### src/rtl/range_error_reporter.sv
// -----------------------------------------------------------------------------
// range_error_reporter
//
// Downstream stage of the vector range checker. It captures one checked vector
// (N elements of W bits plus an N-bit out-of-range mask), walks the mask in
// ascending index order and emits one (index, value) record per flagged element
// over a valid/ready stream. When the walk finishes it publishes the vector's
// error count and pulses done for one cycle.
//
// Optional feature: define RANGE_REPORT_SUMMARY_EN to append one summary record
// (index all ones, value = error count, last = 1) after the error records. In
// that build, error records never assert out_last.
//
// Ports:
//   clock      system clock, rising edge
//   reset      synchronous, active-high reset
//   in_valid   vector and mask presented by the upstream checker
//   in_ready   block can capture a vector (IDLE only)
//   vec_flat   element i occupies bits [i*W+W-1 : i*W]
//   err_mask   per-element out-of-range flag
//   out_valid  record presented
//   out_ready  consumer accepts the record
//   out_index  element index of the record
//   out_value  element value of the record
//   out_last   final record of the current vector
//   err_count  number of flagged elements in the last completed vector
//   done       one-cycle pulse when the vector is fully reported
// -----------------------------------------------------------------------------
module range_error_reporter #(
    parameter int N     = 12,
    parameter int W     = 8,
    parameter int IDX_W = 4
) (
    input  logic             clock,
    input  logic             reset,
    input  logic             in_valid,
    output logic             in_ready,
    input  logic [N*W-1:0]   vec_flat,
    input  logic [N-1:0]     err_mask,
    output logic             out_valid,
    input  logic             out_ready,
    output logic [IDX_W-1:0] out_index,
    output logic [W-1:0]     out_value,
    output logic             out_last,
    output logic [IDX_W-1:0] err_count,
    output logic             done
);

    localparam logic [IDX_W-1:0] LAST_IDX = IDX_W'(N - 1);

    typedef enum logic [2:0] {
        IDLE   = 3'd0,
        SCAN   = 3'd1,
        EMIT   = 3'd2,
        FINISH = 3'd3
`ifdef RANGE_REPORT_SUMMARY_EN
        , SUMMARY = 3'd4
`endif
    } state_t;

    state_t                  state_q, state_d;
    logic [IDX_W-1:0]        idx_q, idx_d;
    logic [IDX_W-1:0]        cnt_q, cnt_d;
    logic [N-1:0][W-1:0]     vec_q;
    logic [N-1:0]            mask_q;

    logic                    in_ready_d, out_valid_d, out_last_d, done_d;
    logic [IDX_W-1:0]        out_index_d, err_count_d;
    logic [W-1:0]            out_value_d;
    logic                    capture;
    logic                    end_walk;

`ifndef RANGE_REPORT_SUMMARY_EN
    // A record is the last one when no flagged element remains above it.
    logic higher_set;

    always_comb begin
        higher_set = 1'b0;
        for (int i = 0; i < N; i++) begin
            if (i > int'(idx_q) && mask_q[i]) higher_set = 1'b1;
        end
    end
`endif

    // Next-state and next-output logic. Every output is a register, so this
    // block computes the values they take at the next edge.
    always_comb begin
        // NOTE: every signal gets a default before the case so that no path
        // leaves it unassigned, which would otherwise infer a latch.
        state_d     = state_q;
        idx_d       = idx_q;
        cnt_d       = cnt_q;
        in_ready_d  = in_ready;
        out_valid_d = out_valid;
        out_index_d = out_index;
        out_value_d = out_value;
        out_last_d  = out_last;
        err_count_d = err_count;
        done_d      = 1'b0;
        capture     = 1'b0;
        end_walk    = 1'b0;

        case (state_q)
            IDLE: begin
                in_ready_d = 1'b1;
                if (in_valid && in_ready) begin
                    capture    = 1'b1;
                    cnt_d      = '0;
                    idx_d      = '0;
                    in_ready_d = 1'b0;
                    state_d    = SCAN;
                end
            end

            SCAN: begin
                if (mask_q[idx_q]) begin
                    out_index_d = idx_q;
                    out_value_d = vec_q[idx_q];
`ifdef RANGE_REPORT_SUMMARY_EN
                    out_last_d  = 1'b0;
`else
                    out_last_d  = !higher_set;
`endif
                    cnt_d       = cnt_q + 1'b1;
                    out_valid_d = 1'b1;
                    state_d     = EMIT;
                end else if (idx_q != LAST_IDX) begin
                    idx_d = idx_q + 1'b1;
                end else begin
                    end_walk = 1'b1;
                end
            end

            EMIT: begin
                // Outputs hold their registered values until the handshake.
                if (out_valid && out_ready) begin
                    out_valid_d = 1'b0;
                    if (idx_q == LAST_IDX) begin
                        end_walk = 1'b1;
                    end else begin
                        idx_d   = idx_q + 1'b1;
                        state_d = SCAN;
                    end
                end
            end

`ifdef RANGE_REPORT_SUMMARY_EN
            SUMMARY: begin
                if (out_valid && out_ready) begin
                    out_valid_d = 1'b0;
                    state_d     = FINISH;
                end
            end
`endif

            FINISH: begin
                err_count_d = cnt_q;
                done_d      = 1'b1;
                in_ready_d  = 1'b1;
                state_d     = IDLE;
            end

            default: state_d = IDLE;
        endcase

        // Leaving the walk: either straight to FINISH or via the summary record.
        if (end_walk) begin
`ifdef RANGE_REPORT_SUMMARY_EN
            state_d     = SUMMARY;
            out_valid_d = 1'b1;
            out_index_d = '1;
            out_value_d = W'(cnt_q);
            out_last_d  = 1'b1;
`else
            state_d     = FINISH;
`endif
        end
    end

    always_ff @(posedge clock) begin
        // NOTE: sequential state uses non-blocking assignments so every
        // register samples the pre-edge values, independent of statement order.
        if (reset) begin
            state_q   <= IDLE;
            idx_q     <= '0;
            cnt_q     <= '0;
            in_ready  <= 1'b1;
            out_valid <= 1'b0;
            out_index <= '0;
            out_value <= '0;
            out_last  <= 1'b0;
            err_count <= '0;
            done      <= 1'b0;
        end else begin
            state_q   <= state_d;
            idx_q     <= idx_d;
            cnt_q     <= cnt_d;
            in_ready  <= in_ready_d;
            out_valid <= out_valid_d;
            out_index <= out_index_d;
            out_value <= out_value_d;
            out_last  <= out_last_d;
            err_count <= err_count_d;
            done      <= done_d;
        end
    end

    // NOTE: the captured vector and mask have no reset; they are only read
    // after a capture has loaded them, so resetting them would buy nothing.
    always_ff @(posedge clock) begin
        if (capture) begin
            vec_q  <= vec_flat;
            mask_q <= err_mask;
        end
    end

endmodule

### config.mk
export PLATFORM = sky130hd
export DESIGN_NAME = range_error_reporter
export DESIGN_NICKNAME = d
export VERILOG_FILES = /design/src/rtl/range_error_reporter.sv
export SDC_FILE = /design/constraint.sdc
export NUM_CORES = 1
export LEC_CHECK = 0
export ABC_AREA = 1
export CAP_MARGIN = 20
export CORE_ASPECT_RATIO = 1.25
export CORE_MARGIN = 2
export CORE_UTILIZATION = 37
export DETAILED_ROUTE_END_ITERATION = 8
export PLACE_DENSITY = 0.66
export SKIP_CTS_REPAIR_TIMING = 1
export SYNTH_ARGS = -nofsm -noshare
export SYNTH_HDL_FRONTEND = slang
export SYNTH_SLANG_ARGS = --single-unit
### constraint.sdc
create_clock -name clock -period 7.5 [get_ports clock]
set_clock_uncertainty 0.15 [all_clocks]
set_input_delay 0.75 -clock clock [delete_from_list [all_inputs] [get_ports clock]]
set_output_delay 0.75 -clock clock [all_outputs]
set_load 0.05 [all_outputs]
==> flow_metrics.py <==
metrics = {
    "run": {
        "maxCapViolCount": 0,
    },
    "detailed_routing": {
        "vias": 4338,
        "drcViolationCount": 0,
        "wirelength_um": 13800,
        "firstDrtPassIters": 5,
        "ant_nets": 0,
        "viasPerCell": 4.92,
        "drt-wirelength-per-cell_um": 15.7,
        "drtIter0Drc": 205,
    },
    "floorplan": {
        "pin_count": 132,
        "rows": 51,
        "start_util_pct": 37.4,
        "die_w_um": 116,
        "coreArea_sq_um": 15400,
        "die_h_um": 144,
        "die_area_sq_um": 16600,
    },
    "sta": {
        "fin_tns_setup_ns": 0,
        "hold_viol_final": 0,
        "worstMarginPinSlew_ns": 1.08,
        "fin_crit_sh_pct": 42.7,
        "setup_viol": 0,
        "setup_ws_ns": 4.30,
        "maxSlewViolCount": 0,
        "maxSlewHeadroom_pct": 27.7,
        "fmax_mhz": 313,
        "rsz0062_at_grt": "no",
        "period_needed_ns": 3.20,
    },
    "synthesis": {
        "ys_seq_area_share_pct": 66.6,
        "syn_avg_cell_area_sq_um": 11.0,
        "ys.flop_type": "edfxtp_1",
        "synth_xor_area_share_pct": 0.455,
        "synth_compound_area_share_pct": 12.0,
        "synth.area.mux_share_pct": 0,
        "syn_inst": 526,
        "mappedNetlistNets": 647,
        "synth-adder-area-share_pct": 1.95,
        "yosysUniqueCellTypes": 38,
        "synth_edf_count": 108,
        "synth_warnings": 0,
        "yosys.area_share.simple_pct": 14.7,
        "synth_async_sr_flop_share_pct": 0,
        "syn-cell-area_sq_um": 5770,
        "synth_top_family_by_area": "simple AND/OR/NAND/NOR gates",
        "ys_ff_latch": 138,
    },
    "placed_design": {
        "dp_cells": 847,
        "post-place-ws_ns": 4.22,
        "place_hpwl_um": 9510,
        "gp_routability_congestion": 0.812,
        "port_buffers": 131,
    },
    "power": {
        "power_density_nw_per_um2": 367,
        "max-vdd-ir-drop_v": 0.000203,
        "total_power_uw": 2920,
        "total_leakage_power_uw": 0.00295,
    },
    "worst_setup_path": {
        "critPathLaunch": "idx_q[0]$_SDFFE_PP0P_",
        "cp.required_ns": 7.65,
        "crit_path_start_kind": "flop",
        "critical_path_class": "reg2reg",
        "r2r_start": "idx_q[0]$_SDFFE_PP0P_",
        "crit_fanout": 58,
        "crit_path_end_kind": "flop",
        "cp.arrival_ns": 3.35,
    },
    "clocking": {
        "clkSlewWorstSetupHoldPaths_ns": 0.06,
        "clockBufferDepth": 2,
        "cts_buffers": 17,
        "clk-insertion-delay-late_ns": 0.41,
        "cts_root_buffer": "clkbuf_16",
        "h-tree-depth": 4,
        "cts.sinks": 138,
        "cts_tree": "yes",
    },
    "grt": {
        "grt_max_degree": 97,
        "grt.total_usage_pct": 17.1,
        "antenna_found_initial": 0,
        "grt_pass1_vias": 4274,
        "grt_overflow": 0,
        "grt_pass1_wl_um": 21200,
    },
    "finish": {
        "drive_above_1_share_pct": 9.12,
        "nets": 777,
        "syn2layout_area_growth_pct": 37.5,
        "final_common_cell": "clkdlybuf4s50_1",
        "utilization_pct": 51.4,
        "nFillCells": 1376,
        "layout_common_cells": "clkdlybuf4s50_1, edfxtp_1, nor2_1",
        "layout.cells.non_filler": 881,
        "diodes": 0,
        "seq_area_sq_um": 3840,
        "multi_input_area_sq_um": 1690,
    },
    "worst_hold_path": {
        "hp-class": "reg2reg",
        "min_from": "in_ready$_SDFFE_PP1P_",
    },
    "run_status": {
        "run_status": "finished, final reports clean",
    },
}
## state kept, by name, summed over array words and instances, names as in the netlist, 2 cells and up
register and flops:
idx_q 4, mask_q 12, state_q 2, err_count 4
cnt_q 4, out_value 8, out_index 4, vec_q 96
## layout make-up
cell class	instances	area share, %
clock inverter	14	2.73
multi-input combinational	335	21.3
tap	212	3.34
timing repair buffer	134	17.2
sequential	138	48.4
inverter	30	1.53
clock buffer	18	5.53
## Yosys cell counts, types with 4 or more instances
cell	number	area share (%)
edfxtp_1	108	56
nand2_1	80	5.2
nand2_2	5	0.54
buf_2	6	0.52
clkbuf_1	10	0.65
o211ai_1	8	1.0
o22ai_1	16	1.7
inv_1	25	1.6
nor2_1	91	5.9
o21ai_1	4	0.35
nand3_1	13	1.1
a21oi_1	17	1.5
dfxtp_1	30	10
o21ai_0	70	6.1
ha_1	9	2.0
## critical path, cell delays in order (launching register included)
cell and delay [ns]:
dfxtp_2 1.04, inv_2 0.67, ha_1 0.40, or2_2 0.29, nor2_1 0.10, o21ai_0 0.09, nand3_1 0.11, nand2_1 0.06
nand3_1 0.10, a21oi_1 0.07
## where the power goes
| group | switching [uW] | internal, uW |
|---|---|---|
| clock | 316 | 601 |
| sequential | 120 | 1060 |
| combinational | 540 | 278 |
| total | 976 | 1940 |
## path summary, 6_finish.rpt
check / cells past startpoint / slack (ns) / to
worst max register to register: 9 / 4.30 / out_last$_SDFFE_PP0P_
worst min register to register: 2 / 0.34 / in_ready$_SDFFE_PP1P_
worst max-delay path: 9 / 4.30 / out_last$_SDFFE_PP0P_
worst min-delay path: 2 / 0.34 / in_ready$_SDFFE_PP1P_
## cells by family after synthesis
group / count (synthesis)
fa+ha+maj: 9
xor+xnor: 3
simple gates: 199
buf+inv: 53
flops: 138
compound gates: 124
## per-stage QoR
stage | cell area [sq um] | hold slack (ns)
after floorplan | 5770 | 0.313
after global placement | 7240 | 0.329
after detailed placement | 7240 | 0.336
after CTS | 7890 | 0.345
after global routing | 7940 | 0.372
final | 7940 | 0.342
## metal layers
layer	vias up	part of all wire, %	routed length (um)	GRT usage (%)
met3	19	5.0	687	4.26
met5	-	0	0	0
li1	2089	-	-	-
met1	2067	41	5720	20.6
met2	163	51	7110	29.3
met4	0	2.4	336	6.45
No activity file was read; power rests on OpenSTA's default activity.
